==> config.mk <==
export PLATFORM = sky130hd
export DESIGN_NAME = riscv_multicycle_ctrl
export DESIGN_NICKNAME = d
export VERILOG_FILES = /design/src/rtl/riscv_ctrl_pkg.sv /design/src/rtl/riscv_alu_decode.sv /design/src/rtl/riscv_multicycle_ctrl.sv
export SDC_FILE = /design/constraint.sdc
export NUM_CORES = 1
export LEC_CHECK = 0
export ABC_CLOCK_PERIOD_IN_PS = 4500
export BUFFER_PORTS_ARGS = -buffer_cell sky130_fd_sc_hd__buf_2
export CORE_MARGIN = 1.5
export CORE_UTILIZATION = 45
export CTS_CLUSTER_SIZE = 10
export DETAILED_ROUTE_END_ITERATION = 10
export GPL_TIMING_DRIVEN = 0
export PLACE_DENSITY = 0.84
export SLEW_MARGIN = 0
export SYNTH_ARGS = -nofsm -noshare
export SYNTH_HDL_FRONTEND = slang
export SYNTH_HIERARCHICAL = 1
export SYNTH_SLANG_ARGS = --single-unit
==> constraint.sdc <==
create_clock -name clk -period 4.5 [get_ports clk]
set_clock_uncertainty 0.15 [all_clocks]
set_input_delay 0.45 -clock clk [delete_from_list [all_inputs] [get_ports clk]]
set_output_delay 0.45 -clock clk [all_outputs]
set_load 0.005 [all_outputs]
==> src/rtl/riscv_ctrl_pkg.sv <==
// Shared definitions for the multicycle RISC-V control unit: opcodes, funct fields,
// ALU operation codes, FSM states and trap causes.
package riscv_ctrl_pkg;

   localparam logic [6:0] rTYPE  = 7'b0110011;
   localparam logic [6:0] iTYPE  = 7'b0010011;
   localparam logic [6:0] ilTYPE = 7'b0000011;
   localparam logic [6:0] sTYPE  = 7'b0100011;
   localparam logic [6:0] bTYPE  = 7'b1100011;

   localparam logic [6:0] FUNCT7_ALT = 7'b0100000;

   localparam logic [2:0] FUNCT3_ADD  = 3'b000;
   localparam logic [2:0] FUNCT3_SLL  = 3'b001;
   localparam logic [2:0] FUNCT3_SLT  = 3'b010;
   localparam logic [2:0] FUNCT3_XOR  = 3'b100;
   localparam logic [2:0] FUNCT3_SR   = 3'b101;
   localparam logic [2:0] FUNCT3_OR   = 3'b110;
   localparam logic [2:0] FUNCT3_AND  = 3'b111;

   localparam logic [2:0] FUNCT3_BEQ  = 3'b000;
   localparam logic [2:0] FUNCT3_BNE  = 3'b001;
   localparam logic [2:0] FUNCT3_BLT  = 3'b100;
   localparam logic [2:0] FUNCT3_BGE  = 3'b101;
   localparam logic [2:0] FUNCT3_BLTU = 3'b110;
   localparam logic [2:0] FUNCT3_BGEU = 3'b111;

   localparam logic [3:0] ALUOP_ADD = 4'd0;
   localparam logic [3:0] ALUOP_SUB = 4'd1;
   localparam logic [3:0] ALUOP_AND = 4'd2;
   localparam logic [3:0] ALUOP_OR  = 4'd3;
   localparam logic [3:0] ALUOP_XOR = 4'd4;
   localparam logic [3:0] ALUOP_SLT = 4'd5;
   localparam logic [3:0] ALUOP_SLL = 4'd6;
   localparam logic [3:0] ALUOP_SRL = 4'd7;
   localparam logic [3:0] ALUOP_SRA = 4'd8;

   typedef enum logic [2:0] {
      S_IF  = 3'd0,
      S_ID  = 3'd1,
      S_EX  = 3'd2,
      S_MEM = 3'd3,
      S_WB  = 3'd4,
      S_ERR = 3'd7
   } state_e;

   typedef enum logic [1:0] {
      CAUSE_NONE     = 2'd0,
      CAUSE_ILLEGAL  = 2'd1,
      CAUSE_FETCH_TO = 2'd2,
      CAUSE_DATA_TO  = 2'd3
   } err_cause_e;

   // Branches with funct3 010/011 have no defined condition and are treated as illegal.
   function automatic logic is_legal(input logic [6:0] opcode, input logic [2:0] funct3);
      logic known;
      known = (opcode == rTYPE) || (opcode == iTYPE) || (opcode == ilTYPE) ||
              (opcode == sTYPE) || (opcode == bTYPE);
      return known && !((opcode == bTYPE) && (funct3[2:1] == 2'b01));
   endfunction

endpackage

==> src/rtl/riscv_alu_decode.sv <==
// Combinational ALU operation and operand-select decode, shared between core variants.
module riscv_alu_decode
   import riscv_ctrl_pkg::*;
(
   input  logic [6:0] opcode_i,
   input  logic [2:0] funct3_i,
   input  logic [6:0] funct7_i,
   output logic [3:0] alu_ctrl_o,
   output logic       alu_src_o
);

   logic alt;

   assign alt       = (funct7_i == FUNCT7_ALT);
   assign alu_src_o = !((opcode_i == rTYPE) || (opcode_i == bTYPE));

   always_comb begin
      alu_ctrl_o = ALUOP_ADD;
      case (opcode_i)
         ilTYPE, sTYPE: alu_ctrl_o = ALUOP_ADD;
         bTYPE:         alu_ctrl_o = ALUOP_SUB;
         rTYPE, iTYPE: begin
            case (funct3_i)
               // Immediate adds carry no funct7, so only register ops may select SUB.
               FUNCT3_ADD: alu_ctrl_o = (opcode_i == rTYPE && alt) ? ALUOP_SUB : ALUOP_ADD;
               FUNCT3_SLL: alu_ctrl_o = ALUOP_SLL;
               FUNCT3_SLT: alu_ctrl_o = ALUOP_SLT;
               FUNCT3_XOR: alu_ctrl_o = ALUOP_XOR;
               FUNCT3_SR:  alu_ctrl_o = alt ? ALUOP_SRA : ALUOP_SRL;
               FUNCT3_OR:  alu_ctrl_o = ALUOP_OR;
               FUNCT3_AND: alu_ctrl_o = ALUOP_AND;
               default:    alu_ctrl_o = ALUOP_ADD;
            endcase
         end
         default: alu_ctrl_o = ALUOP_ADD;
      endcase
   end

endmodule

==> src/rtl/riscv_multicycle_ctrl.sv <==
// Multicycle control FSM (IF/ID/EX/MEM/WB) with ready/valid memory waits, branch
// resolution, illegal-opcode trap, bounded wait timeout and a sticky error state.
module riscv_multicycle_ctrl
   import riscv_ctrl_pkg::*;
#(
   parameter int unsigned MEM_TIMEOUT  = 16,
   parameter bit          SKIP_MEM     = 1'b1,
   parameter int unsigned RETIRE_CNT_W = 32
) (
   input  logic                    clk,
   input  logic                    rst,
   input  logic [31:0]             instruction,
   input  logic                    iReady,
   input  logic                    dReady,
   input  logic                    Zero,
   input  logic                    LessS,
   input  logic                    LessU,
   output logic                    iReq,
   output logic                    IRWrite,
   output logic [3:0]              ALUCtrl,
   output logic                    ALUSrc,
   output logic                    MemRead,
   output logic                    MemWrite,
   output logic                    MemtoReg,
   output logic                    RegWrite,
   output logic                    loadPC,
   output logic                    PCSrc,
   output logic [2:0]              state,
   output logic                    error,
   output logic [1:0]              err_cause,
   output logic [RETIRE_CNT_W-1:0] retired
);

   localparam int unsigned      CNT_W    = (MEM_TIMEOUT < 2) ? 1 : $clog2(MEM_TIMEOUT);
   localparam logic [CNT_W-1:0] CNT_LAST = CNT_W'(MEM_TIMEOUT - 1);

   state_e                  state_q, state_d;
   err_cause_e              cause_q, cause_d;
   logic [CNT_W-1:0]        cnt_q, cnt_d;
   logic [RETIRE_CNT_W-1:0] retired_q, retired_d;

   logic [6:0] opcode;
   logic [2:0] funct3;
   logic       is_load, is_store, is_branch, is_mem;
   logic       br_taken, timeout_hit;
   logic       unused_instr_bits;

   assign opcode            = instruction[6:0];
   assign funct3            = instruction[14:12];
   assign unused_instr_bits = ^{instruction[24:15], instruction[11:7]};
   assign is_load           = (opcode == ilTYPE);
   assign is_store          = (opcode == sTYPE);
   assign is_branch         = (opcode == bTYPE);
   assign is_mem            = is_load || is_store;
   assign timeout_hit       = (MEM_TIMEOUT != 0) && (cnt_q == CNT_LAST);

   riscv_alu_decode u_alu_decode (
      .opcode_i   (opcode),
      .funct3_i   (funct3),
      .funct7_i   (instruction[31:25]),
      .alu_ctrl_o (ALUCtrl),
      .alu_src_o  (ALUSrc)
   );

   always_comb begin
      br_taken = 1'b0;
      case (funct3)
         FUNCT3_BEQ:  br_taken = Zero;
         FUNCT3_BNE:  br_taken = !Zero;
         FUNCT3_BLT:  br_taken = LessS;
         FUNCT3_BGE:  br_taken = !LessS;
         FUNCT3_BLTU: br_taken = LessU;
         FUNCT3_BGEU: br_taken = !LessU;
         default:     br_taken = 1'b0;
      endcase
   end

   always_ff @(posedge clk) begin
      if (rst) begin
         state_q   <= S_IF;
         cause_q   <= CAUSE_NONE;
         cnt_q     <= '0;
         retired_q <= '0;
      end else begin
         state_q   <= state_d;
         cause_q   <= cause_d;
         cnt_q     <= cnt_d;
         retired_q <= retired_d;
      end
   end

   always_comb begin
      state_d   = state_q;
      cause_d   = cause_q;
      cnt_d     = '0;
      retired_d = retired_q;
      iReq      = 1'b0;
      IRWrite   = 1'b0;
      MemRead   = 1'b0;
      MemWrite  = 1'b0;
      MemtoReg  = 1'b0;
      RegWrite  = 1'b0;
      loadPC    = 1'b0;
      PCSrc     = 1'b0;
      case (state_q)
         S_IF: begin
            iReq = 1'b1;
            if (iReady) begin
               IRWrite = 1'b1;
               state_d = S_ID;
            end else if (timeout_hit) begin
               state_d = S_ERR;
               cause_d = CAUSE_FETCH_TO;
            end else begin
               cnt_d = cnt_q + CNT_W'(1);
            end
         end
         S_ID: begin
            if (is_legal(opcode, funct3)) begin
               state_d = S_EX;
            end else begin
               state_d = S_ERR;
               cause_d = CAUSE_ILLEGAL;
            end
         end
         S_EX: state_d = (is_mem || !SKIP_MEM) ? S_MEM : S_WB;
         S_MEM: begin
            MemRead  = is_load;
            MemWrite = is_store;
            if (!is_mem || dReady) begin
               state_d = S_WB;
            end else if (timeout_hit) begin
               state_d = S_ERR;
               cause_d = CAUSE_DATA_TO;
            end else begin
               cnt_d = cnt_q + CNT_W'(1);
            end
         end
         S_WB: begin
            loadPC    = 1'b1;
            RegWrite  = !(is_store || is_branch);
            MemtoReg  = is_load;
            PCSrc     = is_branch && br_taken;
            retired_d = retired_q + RETIRE_CNT_W'(1);
            state_d   = S_IF;
         end
         S_ERR:   state_d = S_ERR;
         default: state_d = S_IF;
      endcase
      // Reset silences every strobe in the same cycle, not only from the next one.
      if (rst) begin
         iReq     = 1'b0;
         IRWrite  = 1'b0;
         MemRead  = 1'b0;
         MemWrite = 1'b0;
         MemtoReg = 1'b0;
         RegWrite = 1'b0;
         loadPC   = 1'b0;
         PCSrc    = 1'b0;
      end
   end

   assign state     = state_q;
   assign error     = (state_q == S_ERR) && !rst;
   assign err_cause = rst ? '0 : cause_q;
   assign retired   = retired_q;

endmodule
==> reports/results.ini <==
[run_status]
status = completed

[worst_hold_path]
min_to = state[2]$_SDFF_PP0_
min_from = rst
hold_depth = 3
holdCritPathClass = primary input to register

[setup_path]
r2r-end = retired[18]$_SDFFE_PP0N_
critPathBufInv = 2
required_ns = 3.90
arrival_ns = 1.99
crit_chain = buf_2, nor2_1, nand2_1, or2_2, nor4b_1, buf_2
crit_family = simple AND/OR/NAND/NOR gates
worst-path-max-fanout = 10
slowest_delay_ns = 0.34
r2r_slack_ns = 2.26
rr_worst_depth = 6
start_kind = register
end_kind = output port
crit_slowest_cell = dfxtp_1
crit_top_cell = buf_2
r2r-start = retired[0]$_SDFFE_PP0N_
critPathKind = register to output port

[logic_synthesis]
synth_top_area_cell = dfxtp_1
ys_seq_area_share_pct = 36.5
synthesis.area_um2 = 2250
ys_ff_latch = 41
async_reset_ff_share_pct = 0
yosys.area.top_type_share_pct = 36.5
syn-mean-instance-area_um2 = 8.27
ys.flop_type = dfxtp_1
yosys_warnings = 6
syn_inst = 272
ys_types = 52
synth_fp_nets = 313
synth_edf_count = 0
synthTopCellsByArea = dfxtp_1, xor2_1, nor2_1, nand4_1, nor3_1

[place]
gp_congestion = 0.932
io_buffers = 74
dp_hpwl_mm = 4.14

[layout]
layout.nets = 394
syn_to_final_growth_pct = 24.0
diodes = 0
fillers = 431
drive_gt1_share_pct = 27.5

[power_and_ir_drop]
clock_power_share_pct = 28.5
p_seq_share_pct = 49.1
intPower_mw = 0.588
p_switching_mw = 0.243
total_leakage_power_nw = 1.18
ir_worst_vdd_uv = 138
p_per_area_nw_per_um2 = 298
power_frac_comb_pct = 22.4
swShare_pct = 29.2

[drt]
drc_errors = 0
wire_per_inst_um = 12.7
ant_nets = 0
dr_total_vias = 2291
via_per_inst = 5.45
first_pass_iters = 4
drt_iter0_drc = 99
wl_mm = 5.35

[clocking]
cts-root-buf = clkbuf_8
post_cts_buffers = 0
cts_tree = done
tritoncts.num_buffers = 5
htree_levels = 2
cts_buffer_depth = 2
cts.sinks = 41
cts_resized = 0
clk_pin_slew_ns = 0.07
cts_hold_buf = 0
clk_latency_ns = 0.29

[global_routing]
grt_pass1_wl_mm = 8.96
antenna_found_initial = 0
grt-ovfl-total = 0
track_usage_pct = 21.0
grt_pass1_vias = 2090
grt_max_degree = 12

[timing]
finalSetupViolations = 0
timing.hold.ws_ns = 0.325
relSlewSlack_pct = 53.1
worst_slew_pin_slew_ns = 0.699
fin_crit_ns = 2.59
fmaxAchievable_mhz = 387
drv_slew = 0
finalCritPeriodShare_pct = 57.5
hold_viol = 0
setup_tns_ns = 0
rsz0062_at_grt = no

[floorplanning]
rows = 25
initial_core_util_pct = 47.3
coreArea_um2 = 4750
die_w_um = 73.7
die-area_um2 = 5430
pin_count = 90
die_h_um = 73.7

[job]
maxCapViolations = 0

==> registers in the layout (all words and copies together) (netlist names) <==
name,cells
cause_q,2
cnt_q,4
retired,32
state,3
==> through the flow <==
step	util, %	total power [mW]	cells	area [um2]	worst slack, ns
after floorplan	-	0.529	272	2250	2.47
after global placement	56.9	0.597	413	2700	2.12
after detailed placement	56.9	0.600	413	2700	2.10
after CTS	58.7	0.837	420	2790	1.90
after global routing	58.7	0.879	420	2790	1.76
final	58.7	0.830	420	2790	1.91
==> kinds of logic (layout without fill, tap and decap cells) <==
family,Yosys count,in the layout,share of synthesized area [%]
and+or+nand+nor,143,143,35.4
DFF,41,41,36.5
AOI/OAI and AO/OA,39,39,11.9
xor gates and xnor gates,29,29,11.3
buffers and inverters,16,97,2.89
adders and majority gates,2,2,1.11
muxes,2,2,0.890
==> cells in the mapped netlist (2+ instances only) <==
cell type / number
or3_1: 7
nand2_1: 15
dfxtp_1: 41
a31oi_1: 3
mux2i_1: 2
a21oi_1: 11
nor2_1: 41
nand3_1: 13
xnor2_1: 8
buf_2: 4
and2_1: 4
and4_1: 3
nand2b_1: 3
nand4_1: 14
o21ai_0: 8
ha_1: 2
a311oi_1: 2
clkbuf_1: 5
a211oi_1: 2
and3_1: 4
nor4_1: 3
or2_2: 2
nor2b_1: 3
nor2_2: 2
nor3_1: 14
xor2_1: 21
nand4bb_1: 2
inv_1: 7
o31a_1: 3
==> layer usage <==
metal,routed length (um),up-vias,share of wire (%),track usage [%]
met5,0,-,0,0
met4,97,0,1.8,8.23
met3,385,9,7.2,5.35
met2,2630,102,49,37.2
met1,2240,1043,42,23.9
li1,-,1137,-,-
==> power by group through the flow <==
stage / Combinational, mW / Sequential [mW] / Clock, mW
after floorplan: 0.117 / 0.412 / 0
final: 0.186 / 0.408 / 0.237
after global placement: 0.182 / 0.416 / 0
after global routing: 0.205 / 0.413 / 0.261
after CTS: 0.186 / 0.408 / 0.243
after detailed placement: 0.184 / 0.416 / 0
==> tightest hold or removal path, cell delays in order <==
cell and delay (ns):
buf_2 0.10, a21oi_1 0.07, o31a_1 0.10
==> worst max path at each step <==
stage                        startpoint      end  slack, ns  cells after the start
finish              state[1]$_SDFF_PP0_    PCSrc       1.91                      6
global route        state[1]$_SDFF_PP0_    PCSrc       1.76                      6
CTS                 state[1]$_SDFF_PP0_    PCSrc       1.90                      6
detailed placement       instruction[2]  MemRead       2.10                      5
global placement         instruction[2]  MemRead       2.12                      5
floorplan           state[1]$_SDFF_PP0_    PCSrc       2.47                      5
==> area by class of cell <==
type | count | area [um2] | area share (%)
flip-flops and latches | 41 | 821 | 29.4
inverters | 7 | 26.3 | 0.942
multi-input cells | 215 | 1360 | 48.9
plain buffers | 9 | 38.8 | 1.39
clock buffers | 7 | 86.3 | 3.09
repair buffers | 74 | 370 | 13.3
well taps | 67 | 83.8 | 3.00
==> cells in the final DEF (no fill, tap or decap), drive strengths merged, types with 3 or more instances in the layout <==
cell type,count
buf,78
nor2,43
dfxtp,41
xor2,21
nor3,16
nand2,15
nand4,15
nand3,14
clkbuf,12
a21oi,11
xnor2,8
o21ai,8
inv,7
or3,7
and2,5
and3,4
nor4,4
nand2b,3
and4,3
nor2b,3
o31a,3
a31oi,3
or2,3
(Power assumes the default switching activity.)
